File: src/rtl/sli_seq_pkg.sv
// Shared types and widths for the SLI pattern sequencer.
package sli_seq_pkg;

  localparam int unsigned FRQ_W           = 2;
  localparam int unsigned FRA_W           = 3;
  localparam int unsigned EXP_W           = 20;
  localparam int unsigned CNT_W           = 8;
  localparam int unsigned TRIG_CYCLES_DEF = 524288;

  typedef enum logic [2:0] {
    IDLE,
    ARM,
    SHOW,
    EXPOSE,
    WAIT_RDY,
    ADV,
    DONE
  } state_e;

  typedef struct packed {
    logic [FRQ_W-1:0] frq;
    logic [FRA_W-1:0] fra;
  } idx_t;

endpackage

File: src/rtl/sync_edge.sv
// 2-FF synchroniser; EDGE=1 gives a registered rising-edge pulse, EDGE=0 the level.
module sync_edge #(
  parameter bit EDGE = 1'b1
) (
  input  logic clk,
  input  logic rst,
  input  logic d,
  output logic o
);

  logic s1, s2;

  always_ff @(posedge clk or posedge rst) begin
    if (rst) begin
      s1 <= 1'b0;
      s2 <= 1'b0;
    end else begin
      s1 <= d;
      s2 <= s1;
    end
  end

  if (EDGE) begin : g_edge
    logic s3, re_q;
    always_ff @(posedge clk or posedge rst) begin
      if (rst) begin
        s3   <= 1'b0;
        re_q <= 1'b0;
      end else begin
        s3   <= s2;
        re_q <= s2 & ~s3;
      end
    end
    assign o = re_q;
  end else begin : g_level
    assign o = s2;
  end

endmodule

File: src/rtl/sli_sequencer.sv
// SLI pattern controller: steps frq/fra per frame, fires the camera trigger and
// waits for camera ready, with hold frames, rdy timeout and pass-through abort.
module sli_sequencer
  import sli_seq_pkg::*;
#(
  parameter int unsigned HOLD_FRAMES    = 2,
  parameter int unsigned TRIG_CYCLES    = TRIG_CYCLES_DEF,
  parameter int unsigned TIMEOUT_FRAMES = 60,
  parameter int unsigned LAST_FRQ       = 3
) (
  input  logic             clk,
  input  logic             rst,
  input  logic             in_vsync,
  input  logic             rdy,
  input  logic             mode,
  input  logic             start,
  output logic [FRQ_W-1:0] frq,
  output logic [FRA_W-1:0] fra,
  output logic             trig,
  output logic             f_frm,
  output logic             busy,
  output logic             done,
  output logic             err
);

  localparam logic [CNT_W-1:0] HOLD_LAST = CNT_W'(HOLD_FRAMES - 1);
  localparam logic [CNT_W-1:0] TO_LAST   = CNT_W'(TIMEOUT_FRAMES - 1);
  localparam logic [EXP_W-1:0] EXP_LAST  = EXP_W'(TRIG_CYCLES);
  localparam logic [FRQ_W-1:0] FRQ_LAST  = FRQ_W'(LAST_FRQ);

  state_e           state, state_nxt;
  idx_t             idx, idx_nxt;
  logic [EXP_W-1:0] exp_cnt, exp_nxt;
  logic [CNT_W-1:0] hold_cnt, hold_nxt;
  logic [CNT_W-1:0] to_cnt, to_nxt;
  logic             rdy_pend, rdy_pend_nxt;
  logic             trig_nxt, done_nxt, err_nxt, busy_nxt, f_frm_nxt;
  logic             vsync_d1, vs_re, rdy_re, mode_s;

  sync_edge #(.EDGE(1'b1)) u_rdy_sync  (.clk(clk), .rst(rst), .d(rdy),  .o(rdy_re));
  sync_edge #(.EDGE(1'b0)) u_mode_sync (.clk(clk), .rst(rst), .d(mode), .o(mode_s));

  assign frq = idx.frq;
  assign fra = idx.fra;

  // State, counters and all outputs
  always_ff @(posedge clk or posedge rst) begin
    if (rst) begin
      state    <= IDLE;
      idx      <= '0;
      exp_cnt  <= '0;
      hold_cnt <= '0;
      to_cnt   <= '0;
      rdy_pend <= 1'b0;
      trig     <= 1'b0;
      done     <= 1'b0;
      err      <= 1'b0;
      busy     <= 1'b0;
      f_frm    <= 1'b0;
      vsync_d1 <= 1'b0;
      vs_re    <= 1'b0;
    end else begin
      state    <= state_nxt;
      idx      <= idx_nxt;
      exp_cnt  <= exp_nxt;
      hold_cnt <= hold_nxt;
      to_cnt   <= to_nxt;
      rdy_pend <= rdy_pend_nxt;
      trig     <= trig_nxt;
      done     <= done_nxt;
      err      <= err_nxt;
      busy     <= busy_nxt;
      f_frm    <= f_frm_nxt;
      vsync_d1 <= in_vsync;
      vs_re    <= in_vsync & ~vsync_d1;
    end
  end

  // Next state and next register values
  always_comb begin
    state_nxt    = state;
    idx_nxt      = idx;
    exp_nxt      = exp_cnt;
    hold_nxt     = hold_cnt;
    to_nxt       = to_cnt;
    rdy_pend_nxt = rdy_pend;
    trig_nxt     = trig;
    done_nxt     = 1'b0;
    err_nxt      = err;

    unique case (state)
      IDLE: begin
        if (start && !mode_s) begin
          state_nxt = ARM;
          err_nxt   = 1'b0;
        end
      end
      ARM: begin
        if (vs_re) begin
          state_nxt = SHOW;
          hold_nxt  = '0;
        end
      end
      SHOW: begin
        if (vs_re) begin
          if (hold_cnt == HOLD_LAST) begin
            state_nxt    = EXPOSE;
            trig_nxt     = 1'b1;
            exp_nxt      = EXP_W'(1);
            rdy_pend_nxt = 1'b0;
          end else begin
            hold_nxt = hold_cnt + CNT_W'(1);
          end
        end
      end
      EXPOSE: begin
        exp_nxt = exp_cnt + EXP_W'(1);
        if (rdy_re) rdy_pend_nxt = 1'b1;
        if (exp_cnt == EXP_LAST) begin
          trig_nxt  = 1'b0;
          state_nxt = WAIT_RDY;
          to_nxt    = '0;
        end
      end
      WAIT_RDY: begin
        // a ready edge outranks a same-cycle vsync edge
        if (rdy_re || rdy_pend) begin
          rdy_pend_nxt = 1'b0;
          state_nxt    = (idx.frq == FRQ_LAST && idx.fra == '1) ? DONE : ADV;
        end else if (vs_re) begin
          if (to_cnt == TO_LAST) begin
            err_nxt   = 1'b1;
            state_nxt = IDLE;
            idx_nxt   = '0;
          end else begin
            to_nxt = to_cnt + CNT_W'(1);
          end
        end
      end
      ADV: begin
        // indices move only right after a vsync edge so no frame mixes patterns
        if (vs_re) begin
          if (idx.fra == '1) begin
            idx_nxt.fra = '0;
            idx_nxt.frq = idx.frq + FRQ_W'(1);
          end else begin
            idx_nxt.fra = idx.fra + FRA_W'(1);
          end
          hold_nxt  = '0;
          state_nxt = SHOW;
        end
      end
      DONE: begin
        done_nxt  = 1'b1;
        idx_nxt   = '0;
        state_nxt = IDLE;
      end
      default: state_nxt = IDLE;
    endcase

    if (mode_s && state != IDLE) begin
      state_nxt    = IDLE;
      trig_nxt     = 1'b0;
      idx_nxt      = '0;
      done_nxt     = 1'b0;
      err_nxt      = err;
      rdy_pend_nxt = 1'b0;
    end

    busy_nxt  = (state_nxt != IDLE);
    f_frm_nxt = busy_nxt && (idx_nxt == '0);
  end

endmodule

File: config.mk
export PLATFORM = sky130hd
export DESIGN_NAME = sli_sequencer
export DESIGN_NICKNAME = d
export VERILOG_FILES = /design/src/rtl/sli_seq_pkg.sv /design/src/rtl/sync_edge.sv /design/src/rtl/sli_sequencer.sv
export SDC_FILE = /design/constraint.sdc
export NUM_CORES = 1
export LEC_CHECK = 0
export ABC_AREA = 1
export CAP_MARGIN = 30
export CORE_UTILIZATION = 63
export CTS_BUF_LIST = sky130_fd_sc_hd__clkbuf_8
export CTS_CLUSTER_SIZE = 16
export DETAILED_ROUTE_END_ITERATION = 8
export PLACE_DENSITY_LB_ADDON = 0.15
export SLEW_MARGIN = 20
export SYNTH_ARGS = -nofsm -noshare
export SYNTH_HDL_FRONTEND = slang
export SYNTH_SLANG_ARGS = --single-unit
File: constraint.sdc
create_clock -name clk -period 2 [get_ports clk]
set_input_delay 0.2 -clock clk [delete_from_list [all_inputs] [get_ports clk]]
set_output_delay 0.2 -clock clk [all_outputs]
set_load 0.05 [all_outputs]
==> reports/qor.txt <==
Sequential area share after synthesis = 0.435
Largest net degree at the start of global routing = 27
Vias per cell = 5.49
Routed WL = 7110 um
Antenna violations before repair = 0
Hold Crit Class = in2async
Cell taking the most area after synthesis = dfrtp_1
Syn avg cell area = 7.76 um2
Fin. max-slew vios = 0
Layout fillers = 387
Number of buffers added on ports = 15
Worst-path clk slew = 70 ps
Worst Setup End Kind = flip-flop
Worst-path cell chain = inv_1, ha_1, nand2_1, nor2_1, nand3_1, nand2_1, nand3_4, o31ai_1
Switch Pwr = 1.35 mW
First-pass GRT wire length = 12100 um
Cells after synthesis = 430
H-tree depth = 3
Clock sink count = 58
Number of diodes = 0
Most frequent cells after synthesis = 104 x nand2_1, 59 x inv_1, 58 x dfrtp_1
Fmax = 555 MHz
YS warnings = 0
Cell variety after synth = 35
DIE WIDTH = 74.8 um
Syn Nets = 444
Comb pwr share = 0.305
Peak supply drop = 0.937 mV
Skew final = 10.8 ps
Detail Route Antenna Nets = 0
Die ar. = 5590 um2
Post-synth ARST share = 1.00
Hold_ws = 184 ps
IO Pins = 16
Die Span Y = 74.8 um
Number of hold buffers added after cts = 0
Top post-synthesis cells by area = dfrtp_1 44%, nand2_1 12%, inv_1 6.6%
Avg WL per Cell = 13.3 um
Count of final hold-check violations = 0
Root buf cell = clkbuf_8
Family with the most delay on the worst path = simple AND/OR/NAND/NOR gates
Slew margin rel. = 0.624
GRT Overall Usage = 0.289
Clk_lat worst skew = 340 ps
Tmin final = 1800 ps
Crit path required time = 2240 ps
Clock share of power = 0.305
Arrival time worst endpoint = 2040 ps
CTS tree = yes
Core Rows = 26
Crit-path max cell delay = 420 ps
Post-synth top area share = 0.435
Final #Nets = 473
Slew of the pin with the lowest slew margin = 558 ps
Internal power = 2.28 mW
EDFF count, synth = 0
DP Wirelength = 5240 um
CP dominant cell by count = nand2_1
Leak = 1.82 nW
Seq cells post-synth = 58
Buf/Inv on CP = 1
Net Sw Frac = 0.372
Overflow after GRT = 0
Post-route cell area = 3830 um2
Critical Path Slowest Stage Cell = dfrtp_1
Layout area overhead = 14.7%
Via Count = 2930
WS Path Type = reg2reg
Starting Density = 0.653
# setup viols final = 0
Register share of total power = 0.390
Final worst-path cycle share = 0.901
Top FF cell, synth = dfrtp_1
Setup TNS = 0 ps
Crit path launch type = flip-flop
Status = finished, final reports clean
DRT iter0 DRCs = 336
Post-Syn Area = 3340 um2
GPL Wtd Cong = 0.925
Core area = 5110 um2
Crit Path Max Fanout = 16
Post-cts resize count = 0
DRC Markers = 0
P per Cell Area = 950 nW/um2
RSZ-0062 raised after global routing = no
DRT Pass-1 Iters = 5
Count leader, synth = nand2_1
Fraction of layout cells with a size suffix above 1 = 0.103
Postcts setup bufs = 0
Power Total = 3.64 mW
CTS Buffer Depth = 2
Max Cap Violations = 0
Vias in the first global route = 2711
Placement Cell Area = 3610 um2
TritonCTS Buffers = 9
## power by group through the flow
stage	Combinational [mW]	Clock, mW	Sequential [mW]
after floorplan	0.676	0	1.56
after global placement	1.06	0	1.43
after detailed placement	1.08	0	1.44
after CTS	1.09	1.12	1.42
after global routing	1.23	1.17	1.44
final	1.11	1.11	1.42
## sequential cells by signal, summed over array words and instances, names as in the netlist, 2 cells and up
register	cells
to_cnt	8
state	3
hold_cnt	8
fra	3
exp_cnt	20
frq	2
## layout by cell type, fill, tap and decap left out, drive strengths merged
cell | Yosys | final
a21oi | 14 | 14
or2 | 1 | 1
nor4 | 3 | 3
o21ba | 1 | 1
nand3 | 25 | 25
bufinv | 0 | 1
clkbuf | 0 | 11
clkinv | 0 | 3
o22ai | 4 | 4
o2111ai | 1 | 1
xnor2 | 5 | 5
nand3b | 3 | 3
a31oi | 2 | 2
nand2 | 107 | 107
nor2 | 48 | 48
buf | 4 | 7
ha | 8 | 8
nand4 | 12 | 12
a21boi | 1 | 1
clkdlybuf4s50 | 0 | 15
inv | 64 | 64
o211ai | 2 | 2
clkinvlp | 0 | 1
xor2 | 11 | 11
o21ai | 26 | 26
o31ai | 8 | 8
dfrtp | 58 | 58
nor3 | 22 | 22
## cells by family (layout without fill, tap and decap cells)
kind of cell             count (synthesis)  after routing  synth area share
AO/OA/AOI/OAI                           59             59             0.107
XOR/XNOR                                16             16            0.0420
buffers and inverters                   68            102            0.0814
AND/OR/NAND/NOR                        221            221             0.304
adder cells (fa/ha/maj)                  8              8            0.0300
flip-flops                              58             58             0.435
## per-stage QoR
stage	utilization	instances	setup slack, ps
6_report	0.749	534	198
4_1_cts	0.746	534	76.2
2_1_floorplan	-	430	204
5_1_grt	0.749	534	32.0
3_3_place_gp	0.706	518	212
3_5_place_dp	0.706	518	92.3
## metal layers
metal  GRT usage  routed length, um
met3      0.0469                395
met2       0.425               3100
met5           0                  0
met4       0.124                139
met1       0.423               3470
## final timing paths
check                                from       endpoint  slack, ps  depth (start not counted)
setup / recovery               exp_cnt[0]      to_cnt[7]        200                          8
hold / removal                        rst    exp_cnt[16]        180                          2
setup reg to reg               exp_cnt[0]      to_cnt[7]        200                          8
hold reg to reg            u_mode_sync.s1  u_mode_sync.o        350                          0
max in group asynchronous             rst      to_cnt[7]       1240                          3
min in group clk                      rdy  u_rdy_sync.s1        310                          1
## cell type report
class                   instances  area [um2]  share of cell area
clock inverters                 5        52.6              0.0137
clock buffers                  11         151              0.0396
well taps                      70        87.6              0.0229
repair buffers                 22         215              0.0562
inverters                      64         240              0.0628
flip-flops and latches         58        1450               0.379
multi-input cells             304        1630               0.425
Power figures use the tool's default switching activity.
